`config.mk`:
```
export PLATFORM = sky130hd
export DESIGN_NAME = zuse_host_link
export DESIGN_NICKNAME = d
export VERILOG_FILES = /design/src/rtl/zuse_link_pkg.sv /design/src/rtl/zuse_tx_handshake.sv /design/src/rtl/zuse_host_link.sv
export SDC_FILE = /design/constraint.sdc
export NUM_CORES = 1
export LEC_CHECK = 0
export BUFFER_PORTS_ARGS = -buffer_cell sky130_fd_sc_hd__buf_4
export CORE_ASPECT_RATIO = 0.75
export CORE_MARGIN = 5
export CORE_UTILIZATION = 51
export DETAILED_ROUTE_END_ITERATION = 8
export PLACE_DENSITY = 0.75
export SLEW_MARGIN = 20
export SYNTH_ARGS = -nofsm -noshare
export SYNTH_HDL_FRONTEND = slang
export SYNTH_SLANG_ARGS = --single-unit
```
`constraint.sdc`:
```
create_clock -name clk -period 2.1 [get_ports clk]
set_input_delay 0.21 -clock clk [delete_from_list [all_inputs] [get_ports clk]]
set_output_delay 0.21 -clock clk [all_outputs]
set_load 0.01 [all_outputs]
```
`src/rtl/zuse_link_pkg.sv`:
```
// tinyZuse host link: opcodes, command bytes and the
// helpers that turn a latched request into its byte sequence.
package zuse_link_pkg;

    localparam int EXP_W = 7;
    localparam int MAN_W = 15;

    localparam logic [2:0] OP_SET1 = 3'd0;
    localparam logic [2:0] OP_SET2 = 3'd1;
    localparam logic [2:0] OP_RD1  = 3'd2;
    localparam logic [2:0] OP_RD2  = 3'd3;
    localparam logic [2:0] OP_RDS  = 3'd4;
    localparam logic [2:0] OP_ADD  = 3'd5;
    localparam logic [2:0] OP_CALC = 3'd6;
    localparam logic [2:0] OP_RSVD = 3'd7;

    localparam logic [7:0] CMD_SETR1  = 8'h81;
    localparam logic [7:0] CMD_SETR2  = 8'h82;
    localparam logic [7:0] CMD_READR1 = 8'h83;
    localparam logic [7:0] CMD_READR2 = 8'h84;
    localparam logic [7:0] CMD_READRS = 8'h85;
    localparam logic [7:0] CMD_ADD    = 8'h89;

    function automatic logic [7:0] pay_byte(
        input logic [EXP_W-1:0] e,
        input logic [MAN_W-1:0] m,
        input logic [1:0]       k
    );
        logic [7:0] b;
        case (k)
            2'd0:    b = {1'b0, e};
            2'd1:    b = m[14:7];
            default: b = {m[6:0], 1'b0};
        endcase
        return b;
    endfunction

    // CALC is SET1 (0-3), SET2 (4-7), ADD (8), READRS (9)
    function automatic logic [7:0] seq_byte(
        input logic [2:0]       op,
        input logic [3:0]       idx,
        input logic [EXP_W-1:0] e1,
        input logic [MAN_W-1:0] m1,
        input logic [EXP_W-1:0] e2,
        input logic [MAN_W-1:0] m2
    );
        logic [1:0] k;
        logic [7:0] b;
        k = idx[1:0] - 2'd1;
        b = 8'h00;
        case (op)
            OP_SET1: b = (idx == 4'd0) ? CMD_SETR1 : pay_byte(e1, m1, k);
            OP_SET2: b = (idx == 4'd0) ? CMD_SETR2 : pay_byte(e2, m2, k);
            OP_RD1:  b = CMD_READR1;
            OP_RD2:  b = CMD_READR2;
            OP_RDS:  b = CMD_READRS;
            OP_ADD:  b = CMD_ADD;
            OP_CALC: begin
                if (idx == 4'd0)      b = CMD_SETR1;
                else if (idx < 4'd4)  b = pay_byte(e1, m1, k);
                else if (idx == 4'd4) b = CMD_SETR2;
                else if (idx < 4'd8)  b = pay_byte(e2, m2, k);
                else if (idx == 4'd8) b = CMD_ADD;
                else                  b = CMD_READRS;
            end
            default: b = 8'h00;
        endcase
        return b;
    endfunction

    function automatic logic [3:0] seq_last(input logic [2:0] op);
        logic [3:0] n;
        case (op)
            OP_SET1, OP_SET2: n = 4'd3;
            OP_CALC:          n = 4'd9;
            default:          n = 4'd0;
        endcase
        return n;
    endfunction

    function automatic logic is_read(input logic [2:0] op);
        return (op == OP_RD1) || (op == OP_RD2) ||
               (op == OP_RDS) || (op == OP_CALC);
    endfunction

endpackage

```
`src/rtl/zuse_tx_handshake.sv`:
```
// One-byte send handshake towards a uart_tx-style transmitter:
// load, start pulse, busy acknowledge, drain, inter-byte gap.
module zuse_tx_handshake #(
    parameter int GAP = 2
) (
    input  logic       clk,
    input  logic       rst_n,
    input  logic       byte_valid,
    input  logic [7:0] byte_data,
    output logic       byte_ready,
    output logic       byte_done,
    output logic [7:0] tx_data,
    output logic       tx_start,
    input  logic       tx_busy
);

    typedef enum logic [2:0] {
        H_IDLE, H_LOAD, H_PULSE, H_ACK, H_DRAIN, H_GAP
    } hs_state_t;

    localparam int CW = 8;
    localparam logic [CW-1:0] GAP_LAST = CW'(GAP - 1);
    localparam logic [CW-1:0] ACK_LAST = CW'(3);

    hs_state_t      state;
    logic [CW-1:0]  cnt;

    assign byte_ready = (state == H_IDLE);
    assign byte_done  = (state == H_GAP) && (cnt == GAP_LAST);

    always_ff @(posedge clk or negedge rst_n) begin
        if (!rst_n) begin
            state    <= H_IDLE;
            cnt      <= '0;
            tx_data  <= 8'h00;
            tx_start <= 1'b0;
        end else begin
            case (state)
                H_IDLE: if (byte_valid) begin
                    tx_data <= byte_data;
                    state   <= H_LOAD;
                end
                H_LOAD: if (!tx_busy) begin
                    tx_start <= 1'b1;
                    state    <= H_PULSE;
                end
                H_PULSE: begin
                    tx_start <= 1'b0;
                    cnt      <= '0;
                    state    <= H_ACK;
                end
                // a transmitter that never raises busy still gets credit
                H_ACK: begin
                    if (tx_busy) begin
                        state <= H_DRAIN;
                    end else if (cnt == ACK_LAST) begin
                        cnt   <= '0;
                        state <= H_GAP;
                    end else begin
                        cnt <= cnt + CW'(1);
                    end
                end
                H_DRAIN: if (!tx_busy) begin
                    cnt   <= '0;
                    state <= H_GAP;
                end
                H_GAP: begin
                    if (cnt == GAP_LAST) begin
                        cnt   <= '0;
                        state <= H_IDLE;
                    end else begin
                        cnt <= cnt + CW'(1);
                    end
                end
                default: state <= H_IDLE;
            endcase
        end
    end

endmodule

```
`src/rtl/zuse_host_link.sv`:
```
// tinyZuse host initiator: serializes one request into command
// bytes and reassembles the three-byte read response.
module zuse_host_link
    import zuse_link_pkg::*;
#(
    parameter int ADD_WAIT   = 64,
    parameter int RX_TIMEOUT = 50000,
    parameter int GAP        = 2
) (
    input  logic             clk,
    input  logic             rst_n,
    input  logic             req_valid,
    output logic             req_ready,
    input  logic [2:0]       req_op,
    input  logic [EXP_W-1:0] req_e1,
    input  logic [MAN_W-1:0] req_m1,
    input  logic [EXP_W-1:0] req_e2,
    input  logic [MAN_W-1:0] req_m2,
    output logic [7:0]       tx_data,
    output logic             tx_start,
    input  logic             tx_busy,
    input  logic [7:0]       rx_data,
    input  logic             rx_done,
    output logic             rsp_valid,
    output logic [EXP_W-1:0] rsp_e,
    output logic [MAN_W-1:0] rsp_m,
    output logic             rsp_err
);

    typedef enum logic [2:0] {
        S_IDLE, S_SEND, S_ADDWAIT, S_RECV, S_DONE
    } state_t;

    localparam int TW = $clog2(RX_TIMEOUT + 1);
    localparam int WW = $clog2(ADD_WAIT + 1);
    localparam logic [TW-1:0] T_TRIG = TW'(RX_TIMEOUT - 1);
    localparam logic [WW-1:0] W_LAST = WW'(ADD_WAIT - 1);

    state_t           state;
    logic [2:0]       op;
    logic [EXP_W-1:0] e1, e2;
    logic [MAN_W-1:0] m1, m2;
    logic [3:0]       idx;
    logic [1:0]       bidx;
    logic [6:0]       b0;
    logic [7:0]       b1;
    logic [TW-1:0]    tcnt;
    logic [WW-1:0]    wcnt;

    logic       byte_valid, byte_ready, byte_done;
    logic [7:0] byte_data;

    assign byte_data  = seq_byte(op, idx, e1, m1, e2, m2);
    assign byte_valid = (state == S_SEND) && byte_ready;

    zuse_tx_handshake #(.GAP(GAP)) u_hs (
        .clk        (clk),
        .rst_n      (rst_n),
        .byte_valid (byte_valid),
        .byte_data  (byte_data),
        .byte_ready (byte_ready),
        .byte_done  (byte_done),
        .tx_data    (tx_data),
        .tx_start   (tx_start),
        .tx_busy    (tx_busy)
    );

    always_ff @(posedge clk or negedge rst_n) begin
        if (!rst_n) begin
            state     <= S_IDLE;
            op        <= 3'd0;
            e1        <= '0;
            m1        <= '0;
            e2        <= '0;
            m2        <= '0;
            idx       <= 4'd0;
            bidx      <= 2'd0;
            b0        <= 7'd0;
            b1        <= 8'd0;
            tcnt      <= '0;
            wcnt      <= '0;
            req_ready <= 1'b1;
            rsp_valid <= 1'b0;
            rsp_e     <= '0;
            rsp_m     <= '0;
            rsp_err   <= 1'b0;
        end else begin
            case (state)
                S_IDLE: if (req_valid && req_ready) begin
                    op        <= req_op;
                    e1        <= req_e1;
                    m1        <= req_m1;
                    e2        <= req_e2;
                    m2        <= req_m2;
                    idx       <= 4'd0;
                    bidx      <= 2'd0;
                    req_ready <= 1'b0;
                    if (req_op == OP_RSVD) begin
                        rsp_valid <= 1'b1;
                        rsp_err   <= 1'b1;
                        state     <= S_DONE;
                    end else begin
                        state <= S_SEND;
                    end
                end
                S_SEND: if (byte_done) begin
                    if (idx != seq_last(op)) begin
                        idx   <= idx + 4'd1;
                        wcnt  <= '0;
                        state <= (op == OP_CALC && idx == 4'd8) ?
                                 S_ADDWAIT : S_SEND;
                    end else if (is_read(op)) begin
                        // a byte landing on the switch into RECV counts
                        tcnt  <= TW'(1);
                        state <= S_RECV;
                        if (rx_done) begin
                            b0   <= rx_data[6:0];
                            bidx <= 2'd1;
                        end
                    end else begin
                        rsp_valid <= 1'b1;
                        rsp_err   <= 1'b0;
                        state     <= S_DONE;
                    end
                end
                S_ADDWAIT: begin
                    if (wcnt == W_LAST) state <= S_SEND;
                    else                wcnt  <= wcnt + WW'(1);
                end
                S_RECV: begin
                    if (rx_done) begin
                        tcnt <= TW'(1);
                        bidx <= bidx + 2'd1;
                        if (bidx == 2'd0) b0 <= rx_data[6:0];
                        if (bidx == 2'd1) b1 <= rx_data;
                        if (bidx == 2'd2) begin
                            rsp_e     <= b0;
                            rsp_m     <= {b1, rx_data[7:1]};
                            rsp_valid <= 1'b1;
                            rsp_err   <= 1'b0;
                            state     <= S_DONE;
                        end
                    end else if (tcnt == T_TRIG) begin
                        rsp_valid <= 1'b1;
                        rsp_err   <= 1'b1;
                        state     <= S_DONE;
                    end else begin
                        tcnt <= tcnt + TW'(1);
                    end
                end
                S_DONE: begin
                    rsp_valid <= 1'b0;
                    req_ready <= 1'b1;
                    state     <= S_IDLE;
                end
                default: state <= S_IDLE;
            endcase
        end
    end

endmodule

```
==> impl_metrics.py, run 1 <==
metrics = {
    "sta": {
        "max-slew-margin-rel": 0.602,
        "fin_ws_ns": -0.0236,
        "skew_ns": 0.0110,
        "min_period_over_period": 1.01,
        "tightest_slew_ns": 0.593,
        "fmax_ghz": 0.471,
        "slew_viol_final": 0,
        "setup_viol": 7,
        "period_needed_ns": 2.12,
        "rsz0062_at_grt": "yes",
        "hold_viol": 0,
    },
    "pwr": {
        "pwr-share-seq": 0.350,
        "p_switching_mw": 4.22,
        "power.leakage_nw": 4.17,
        "switching_share": 0.360,
        "peakVddDrop_mv": 0.869,
        "power_per_cell_area_nw_per_um2": 1300,
        "pwr-share-comb": 0.409,
        "intPower_mw": 7.52,
        "clkPwrFrac": 0.241,
    },
    "synthesis": {
        "synth_seq_area_share": 0.503,
        "synthTopCellsByCount": "dfrtp_1 (138), mux2_2 (86), nand2_1 (60)",
        "yosys_warnings": 0,
        "netlist_instances": 644,
        "syn-cell-area_um2": 6910,
        "synth_seq_cells": 139,
        "syn_nets": 715,
        "ys_top_cells_by_area": "dfrtp_1 (50%), mux2_2 (14%), o21ai_0 (3.6%)",
        "avgSynthCellArea_um2": 10.7,
        "synth_top_area_share": 0.499,
        "synth_most_common_cell": "dfrtp_1",
        "synth_edf_count": 0,
        "synth-async-reset-ratio": 1.00,
        "synth_ff_type": "dfrtp_1",
        "synth_largest_area_cell": "dfrtp_1",
        "synth_cell_types": 65,
    },
    "global_routing": {
        "top_usage_layer": "met1",
        "grt_util_met1": 0.349,
        "grt_pass1_vias": 5839,
        "use_met2": 0.341,
        "grtUsageTotal": 0.234,
        "grt_max_degree": 56,
        "grt_pass1_wl_mm": 29.9,
        "antenna_found_initial": 0,
        "grt.overflow.total": 0,
        "grt_util_met3": 0.0612,
    },
    "clock_tree": {
        "cts_tree": "yes",
        "ctsRootBufferMaster": "clkbuf_16",
        "cts.sinks": 139,
        "insertion_delay_ns": 0.42,
        "clk_pin_slew_worst_paths_ns": 0.06,
        "clockBufferDepth": 2,
        "cts_made_buffers": 17,
        "htreeDepth": 4,
    },
    "setup_path": {
        "reg2reg_from": "idx[0]",
        "required_ns": 2.40,
        "critical_path_class": "flop to flop",
        "cp-end-kind": "flop",
        "crit_fanout": 9,
        "startpoint_type": "flop",
        "setup.worst_path.start": "idx[0]",
        "crit_arrival_ns": 2.42,
    },
    "floorplan": {
        "io_pins": 94,
        "rows": 36,
        "core_um2": 13200,
        "start_util": 0.526,
        "die-width_um": 144,
        "die_h_um": 111,
        "dieArea_um2": 16000,
    },
    "layout": {
        "utilization": 0.688,
        "register_area_um2": 3480,
        "fillers": 983,
        "num_antenna_cells": 0,
        "fin_area_um2": 9050,
        "layout.cells.non_filler": 985,
        "finalNetCount": 872,
        "multiInputGateArea_um2": 3440,
        "drive_above_1_share": 0.408,
        "area_delta_synth_final_pct": 31.0,
    },
    "placed_design": {
        "gp_congestion": 0.921,
        "hpwl_mm": 13.0,
        "dp.cells": 944,
        "postPlaceCellArea_um2": 8260,
        "port_buffers": 93,
    },
    "outcome": {
        "violations": "setup timing",
        "status": "finished with violations",
    },
    "drt": {
        "wl_per_cell_um": 18.3,
        "route.detailed.drc": 0,
        "vias_per_cell": 5.77,
        "drtIter0Drc": 419,
        "num_vias": 5683,
        "ant_nets": 0,
        "routed_wl_mm": 18.0,
        "first_pass_iters": 7,
    },
    "job": {
        "cap_violations": 0,
    },
    "worst_hold_path": {
        "min_path_type": "input pin to flop",
        "hold_start": "req_m1[8]",
    },
}
[sequential cells by signal (all words and copies together) (netlist names)]
register,flops
m1,15
req_ready,1
op,3
e2,7
e1,7
b0,7
rsp_valid,1
bidx,2
wcnt,7
m2,15
rsp_err,1
idx,4
u_hs.tx_data,8
rsp_e,7
u_hs.cnt,8
rsp_m,15
state,3
u_hs.tx_start,1
b1,8
u_hs.state,3
tcnt,16
[cell families (layout without fill, tap and decap cells)]
group | count (synthesis) | after routing | synth area share
flip-flops | 139 | 139 | 0.503
adder cells (fa/ha/maj) | 11 | 11 | 0.0199
buffers and inverters | 45 | 215 | 0.0257
multiplexers | 93 | 93 | 0.150
AO/OA/AOI/OAI | 164 | 164 | 0.156
XOR/XNOR | 1 | 1 | 0.00127
AND/OR/NAND/NOR | 191 | 191 | 0.144
[worst max-delay path, stage by stage (launching register included)]
cell	delay, ns
dfrtp_1	0.43
inv_1	0.13
ha_2	0.29
a22o_1	0.28
a2111oi_2	0.37
a21oi_1	0.08
o22a_1	0.24
a22o_1	0.19
[cells in the final DEF (no fill, tap or decap), drive strengths merged, types with 9 or more instances in the layout]
master  instances
nor2           34
inv            14
nor2b           9
a22oi          12
nor3           17
a21oi          32
nand2b          9
dfrtp         138
clkbuf         19
ha             11
a31oi          10
nand3          14
and3           13
mux2           87
nand2          60
buf           170
o21ai          51
[power groups by stage]
stage	Combinational [mW]	Sequential (mW)	Clock [mW]
final	4.80	4.11	2.83
after global routing	5.25	4.20	2.99
after detailed placement	4.39	4.12	0
after global placement	4.26	4.06	0
after floorplan	2.74	3.99	0
after CTS	4.51	4.08	2.86
[per-layer routing]
| layer | vias to the layer above | share of wire |
|---|---|---|
| met2 | 159 | 0.46 |
| met4 | 0 | 0.0085 |
| met3 | 14 | 0.063 |
| met5 | - | 0 |
| met1 | 2827 | 0.47 |
| li1 | 2683 | - |
[per-stage QoR]
stage	hold slack, ns	setup slack [ns]	TNS (ns)	total power [mW]
CTS	0.00662	-0.00138	-0.00138	11.5
detailed placement	0.206	-0.0933	-0.665	8.51
global route	0.00694	-0.113	-1.27	12.4
finish	0.0171	-0.0236	-0.0780	11.7
global placement	0.190	-0.0136	-0.0136	8.32
floorplan	-0.0856	-0.0106	-0.0531	6.74
[cell type report]
type	count	share of cell area
clock buffers	19	0.0478
clock inverters	13	0.0133
inverters	12	0.00497
multi-input cells	460	0.380
flip-flops and latches	139	0.384
well taps	171	0.0236
repair buffers	171	0.146
[worst paths after layout]
| path | endpoint | slack, ns | cells past startpoint |
|---|---|---|---|
| max reg2reg | u_hs.tx_data[0] | -0.02 | 7 |
| min reg2reg | u_hs.tx_data[7] | 0.48 | 1 |
| max in group asynchronous | u_hs.tx_data[7] | 1.07 | 3 |
| min | m1[8] | 0.02 | 2 |
| max | u_hs.tx_data[0] | -0.02 | 7 |
| min in group asynchronous | e1[1] | 0.31 | 2 |
[timing repair]
item	CTS	global route
resized for setup	10	32
setup endpoints to repair	19	88
setup buffers	3	5
endpoints found under the hold margin	52	0
pin swaps	6	6
hold buffers	1	0
Note: power is estimated with default switching activity, not from simulation.
==> inputs of run 2 (changes only) <==
ABC_CLOCK_PERIOD_IN_PS = 2100   (was not set)
SKIP_LAST_GASP = 1   (was not set)
==> run 2 against run 1 <==
The run still ends with setup timing left. Final area shrank 0.28%. Maximum frequency shrank 0.83%. Final cell count is the same. Clock skew grew 0.0013 ns. Critical endpoint is now u_hs.tx_data[1]. Highest routed layer unchanged.
==> impl_metrics.py, run 2 (synthesis gave the netlist of run 1 again) <==
metrics = {
    "drt": {
        "first_pass_iters": 5,
        "num_vias": 5688,
        "route.detailed.drc": 0,
        "drtIter0Drc": 454,
        "wl_met2_mm": 8.36,
        "wl_met3_mm": 1.13,
        "ant_nets": 0,
        "wl_per_cell_um": 18.3,
        "vias_per_cell": 5.77,
        "highest_layer": "met4",
        "met1_length_mm": 8.37,
        "routed_wl_mm": 18.0,
    },
    "layout": {
        "multiInputGateArea_um2": 3410,
        "mostFrequentLayoutCell": "buf_4",
        "area_delta_synth_final_pct": 30.6,
        "drive_above_1_share": 0.403,
        "register_area_um2": 3480,
        "largest_register": "tcnt",
        "largest_reg_flops": 16,
        "num_antenna_cells": 0,
        "finalNetCount": 872,
        "final_cell_mix": "buf_4 (164), dfrtp_1 (138), mux2_2 (85)",
        "fillers": 984,
    },
    "pwr": {
        "intPower_mw": 7.50,
        "p_switching_mw": 4.20,
        "clkPwrFrac": 0.241,
        "finalPower_mw": 11.7,
        "pwr-share-comb": 0.407,
        "pwr-share-seq": 0.351,
        "power_per_cell_area_nw_per_um2": 1300,
        "switching_share": 0.359,
        "power.leakage_nw": 4.17,
        "peakVddDrop_mv": 0.856,
    },
    "floorplan": {
        "die-width_um": 144,
        "rows": 36,
        "dieArea_um2": 16000,
        "start_util": 0.526,
        "core_um2": 13200,
        "die_h_um": 111,
        "io_pins": 94,
    },
    "clock_tree": {
        "htreeDepth": 4,
        "insertion_delay_ns": 0.42,
        "cts.sinks": 139,
        "clockBufferDepth": 2,
        "clk_pin_slew_worst_paths_ns": 0.06,
        "ctsRootBufferMaster": "clkbuf_16",
        "cts_tree": "yes",
        "cts_made_buffers": 17,
    },
    "sta": {
        "rsz0062_at_grt": "yes",
        "hold_viol": 0,
        "fin_ws_ns": -0.0415,
        "hold-worst-slack_ns": 0.0201,
        "slew_viol_final": 0,
        "period_needed_ns": 2.14,
        "skew_ns": 0.0123,
        "min_period_over_period": 1.02,
        "setup_viol": 7,
        "fmax_ghz": 0.467,
        "max-slew-margin-rel": 0.604,
        "tightest_slew_ns": 0.590,
    },
    "worst_hold_path": {
        "min_path_type": "input pin to flop",
    },
    "placed_design": {
        "gp_congestion": 0.921,
        "hpwl_mm": 13.0,
        "port_buffers": 93,
    },
    "global_routing": {
        "grt_pass1_vias": 5824,
        "grt_pass1_wl_mm": 29.8,
        "grt_max_degree": 56,
        "grtUsageTotal": 0.233,
        "grt.overflow.total": 0,
        "antenna_found_initial": 0,
    },
    "outcome": {
        "violations": "setup timing",
        "status": "finished with violations",
    },
    "job": {
        "cap_violations": 0,
    },
    "setup_path": {
        "critical_path_class": "flop to flop",
        "startpoint_type": "flop",
        "crit_fanout": 6,
        "required_ns": 2.39,
        "r2r_setup_slack_ns": -0.04,
        "cp-end-kind": "flop",
        "crit_arrival_ns": 2.43,
    },
}
-- run 2: cell counts in the layout (fill, tap and decap cells not counted) --
Identical to the previous run, type by type.
-- run 2: routing by layer --
layer | track usage | vias to the layer above
met5 | 0 | -
met4 | 0.0528 | 0
met3 | 0.0595 | 17
met2 | 0.340 | 164
met1 | 0.351 | 2831
li1 | - | 2676
-- run 2: per-stage QoR --
stage / setup TNS [ns] / setup slack (ns) / area, um^2 / utilization / cells
global placement: -0.0136 / -0.0136 / 8260 / 0.628 / 944
detailed placement: -0.665 / -0.0933 / 8260 / 0.628 / 944
floorplan: -0.0531 / -0.0106 / 6930 / - / 644
global route: -1.40 / -0.113 / 9030 / 0.687 / 985
finish: -0.104 / -0.0415 / 9030 / 0.687 / 985
CTS: -0.00442 / -0.00304 / 8870 / 0.674 / 980
-- run 2: timing repair --
| item | in CTS | in global routing |
|---|---|---|
| hold endpoints to repair | 52 | 0 |
| pin swaps | 6 | 6 |
| hold buffers | 1 | 0 |
| endpoints found under the setup margin | 19 | 88 |
| setup buffers | 3 | 5 |
| resized for setup | 9 | 27 |
-- run 2: final timing paths --
path / startpoint / to / cells past startpoint
worst max-delay path: idx[0] / u_hs.tx_data[1] / 9
worst min-delay path: req_m1[8] / m1[8] / 2
worst max register to register: idx[0] / u_hs.tx_data[1] / 9
worst min register to register: u_hs.tx_data[7] / u_hs.tx_data[7] / 1
max in group asynchronous: rst_n / u_hs.tx_data[7] / 3
min in group asynchronous: rst_n / m1[9] / 2
-- run 2: critical path, cell delays in order (launching register included) --
cell and delay (ns):
dfrtp_1 0.42, buf_4 0.16, ha_2 0.22, buf_4 0.17, a22oi_1 0.38, a211oi_1 0.14, o22ai_1 0.22, nor3_2 0.09
a21oi_1 0.12, o41ai_1 0.09
-- run 2: layout make-up --
type	instances	share of cell area
clock buffers	19	0.0479
clock inverters	13	0.0133
inverters	12	0.00499
multi-input cells	460	0.378
flip-flops and latches	139	0.385
well taps	171	0.0237
repair buffers	171	0.147
-- run 2: power groups by stage --
stage | Combinational, mW | Clock (mW) | Sequential [mW]
6_report | 4.77 | 2.82 | 4.11
5_1_grt | 5.22 | 2.99 | 4.20
4_1_cts | 4.50 | 2.86 | 4.08
3_5_place_dp | 4.39 | 0 | 4.12
3_3_place_gp | 4.26 | 0 | 4.06
2_1_floorplan | 2.74 | 0 | 3.99
==> inputs of run 3 (changes only) <==
CTS_BUF_LIST = sky130_fd_sc_hd__clkbuf_2   (was not set)
==> run 3 against run 2 <==
The flow still finishes with violations (setup timing). Utilization rose by 2.6 points. Worst hold slack improved by 0.20 ns. Routed wire length rose by 4.7%. Sequential share of layout area fell by 1.4 points. Clock skew rose by 0.034 ns. Via count rose by 5.7%. Count of clock-buffer cells in the layout did not move. Maximum frequency fell by 1.2%. Clock power fell by 48%. Largest cell class unchanged.
==> impl_metrics.py, run 3 (synthesis gave the netlist of run 1 again) <==
metrics = {
    "outcome": {
        "status": "finished with violations",
        "violations": "setup timing",
    },
    "global_routing": {
        "grt_max_degree": 53,
        "grt.overflow.total": 0,
        "antenna_found_initial": 1,
        "grt_pass1_vias": 6148,
        "grt_util_met1": 0.353,
        "grtUsageTotal": 0.245,
        "grt_pass1_wl_mm": 31.3,
        "top_usage_layer": "met2",
        "use_met2": 0.362,
        "grt_util_met3": 0.0720,
    },
    "placed_design": {
        "dp.cells": 944,
        "gp_congestion": 0.921,
        "port_buffers": 93,
        "hpwl_mm": 13.0,
    },
    "layout": {
        "largest_register": "tcnt",
        "layout.cells.non_filler": 1046,
        "finalNetCount": 933,
        "largest_reg_flops": 16,
        "mostFrequentLayoutCell": "buf_4",
        "num_antenna_cells": 0,
        "area_delta_synth_final_pct": 35.5,
        "final_cell_mix": "buf_4 (163), dfrtp_1 (136), mux2_2 (81)",
        "drive_above_1_share": 0.387,
    },
    "drt": {
        "route.detailed.drc": 0,
        "num_vias": 6013,
        "routed_wl_mm": 18.8,
        "first_pass_iters": 5,
        "drtIter0Drc": 546,
        "ant_nets": 0,
        "vias_per_cell": 5.75,
        "wl_per_cell_um": 18.0,
    },
    "pwr": {
        "p_switching_mw": 4.10,
        "power_per_cell_area_nw_per_um2": 1130,
        "pwr-share-comb": 0.470,
        "intPower_mw": 6.45,
        "power.leakage_nw": 4.31,
        "switching_share": 0.389,
        "finalPower_mw": 10.6,
        "clkPwrFrac": 0.140,
        "pwr-share-seq": 0.390,
        "peakVddDrop_mv": 0.573,
    },
    "clock_tree": {
        "cts_made_buffers": 17,
        "ctsRootBufferMaster": "clkbuf_2",
        "htreeDepth": 4,
        "clk_pin_slew_worst_paths_ns": 0.24,
        "cts_tree": "yes",
        "cts.sinks": 139,
        "insertion_delay_ns": 0.75,
        "clockBufferDepth": 2,
    },
    "floorplan": {
        "io_pins": 94,
        "start_util": 0.526,
        "die_h_um": 111,
        "die-width_um": 144,
        "core_um2": 13200,
        "rows": 36,
        "dieArea_um2": 16000,
    },
    "sta": {
        "rsz0062_at_grt": "yes",
        "min_period_over_period": 1.03,
        "setup_viol": 9,
        "slew_viol_final": 0,
        "setup_tns_ns": -0.255,
        "max-slew-margin-rel": 0.616,
        "period_needed_ns": 2.17,
        "fin_ws_ns": -0.0667,
        "skew_ns": 0.0465,
        "tightest_slew_ns": 0.571,
        "fmax_ghz": 0.462,
        "hold_viol": 0,
    },
    "setup_path": {
        "crit_fanout": 7,
        "path_depth": 7,
        "worstRegToRegCells": 7,
        "required_ns": 2.74,
        "startpoint_type": "flop",
        "worstPathCellList": "and3b_2 > or3_4 > a211oi_2 > nor2_2 > nor3_4 > buf_12 > mux2_2",
        "cp-end-kind": "flop",
        "slowest_stage": "dfrtp_1",
        "reg2reg_from": "op[1]",
        "critical_path_class": "flop to flop",
        "cp_slowest_stage_delay_ns": 0.48,
        "crit_family": "simple AND/OR/NAND/NOR gates",
        "setup.worst_path.start": "op[1]",
        "crit_buf_inv": 1,
        "crit_arrival_ns": 2.80,
    },
    "worst_hold_path": {
        "hold_start": "req_m1[6]",
        "min_path_type": "input pin to flop",
        "worstHoldPathCells": 3,
    },
    "job": {
        "cap_violations": 0,
    },
}
run 3: cell count changes in the layout (fill, tap and decap cells not counted), moves of 2 or more:
cell and change:
mux2_2 -4, o21ai_0 -4, inv_2 +2, clkbuf_1 -2
clkbuf_2 +19, dfrtp_2 +2, mux2_4 +5, inv_1 -2
clkbuf_16 -17, dlygate4sd3_1 +59, dfrtp_1 -2, o21ai_1 +4
run 3: path summary, 6_finish.rpt:
kind | endpoint | slack [ns]
worst max-delay path | b0[3] | -0.07
worst min-delay path | m1[6] | 0.22
worst max register to register | b0[3] | -0.07
worst min register to register | wcnt[4] | 0.50
max in group asynchronous | req_ready | 1.24
min in group asynchronous | m1[11] | 0.52
run 3: final cells by class:
| type | count | area, um^2 |
|---|---|---|
| Fill cell | 933 | 3780 |
| Sequential cell | 139 | 3480 |
| Multi-Input combinational cell | 460 | 3460 |
| Timing Repair Buffer | 232 | 1950 |
| Tap cell | 171 | 214 |
| Clock inverter | 13 | 120 |
| Clock buffer | 19 | 95.1 |
| Inverter | 12 | 45.0 |
run 3: metal layers:
layer,up-vias,wire [um]
li1,2800,-
met1,2960,8440
met2,211,8740
met3,40,1280
met4,2,370
met5,-,13
run 3: repair_timing:
action | in CTS | in global routing
hold buffers | 61 | 0
gates cloned | 0 | 1
hold endpoints to repair | 222 | 0
endpoints found under the setup margin | 22 | 85
setup buffers | 4 | 4
resized for setup | 16 | 39
pin swaps | 6 | 10
run 3: per-stage QoR:
stage	hold WS [ns]	util	cell area [um^2]	setup slack (ns)
2_1_floorplan	-0.0856	-	6930	-0.0106
3_3_place_gp	0.190	0.628	8260	-0.0136
3_5_place_dp	0.206	0.628	8260	-0.0933
4_1_cts	0.183	0.698	9190	-0.0344
5_1_grt	0.153	0.712	9370	-0.137
6_report	0.221	0.712	9370	-0.0667
run 3: power by group through the flow:
stage | Clock, mW | Sequential (mW) | Combinational [mW]
floorplan | 0 | 3.99 | 2.74
global placement | 0 | 4.06 | 4.26
detailed placement | 0 | 4.12 | 4.39
CTS | 1.52 | 4.06 | 4.64
global route | 1.65 | 4.20 | 5.41
finish | 1.48 | 4.12 | 4.96
run 3: tightest hold or removal path: cells and delay by family:
family | cells | cell delay, ns
buffers and inverters | 2 | 0.63
multiplexers | 1 | 0.13
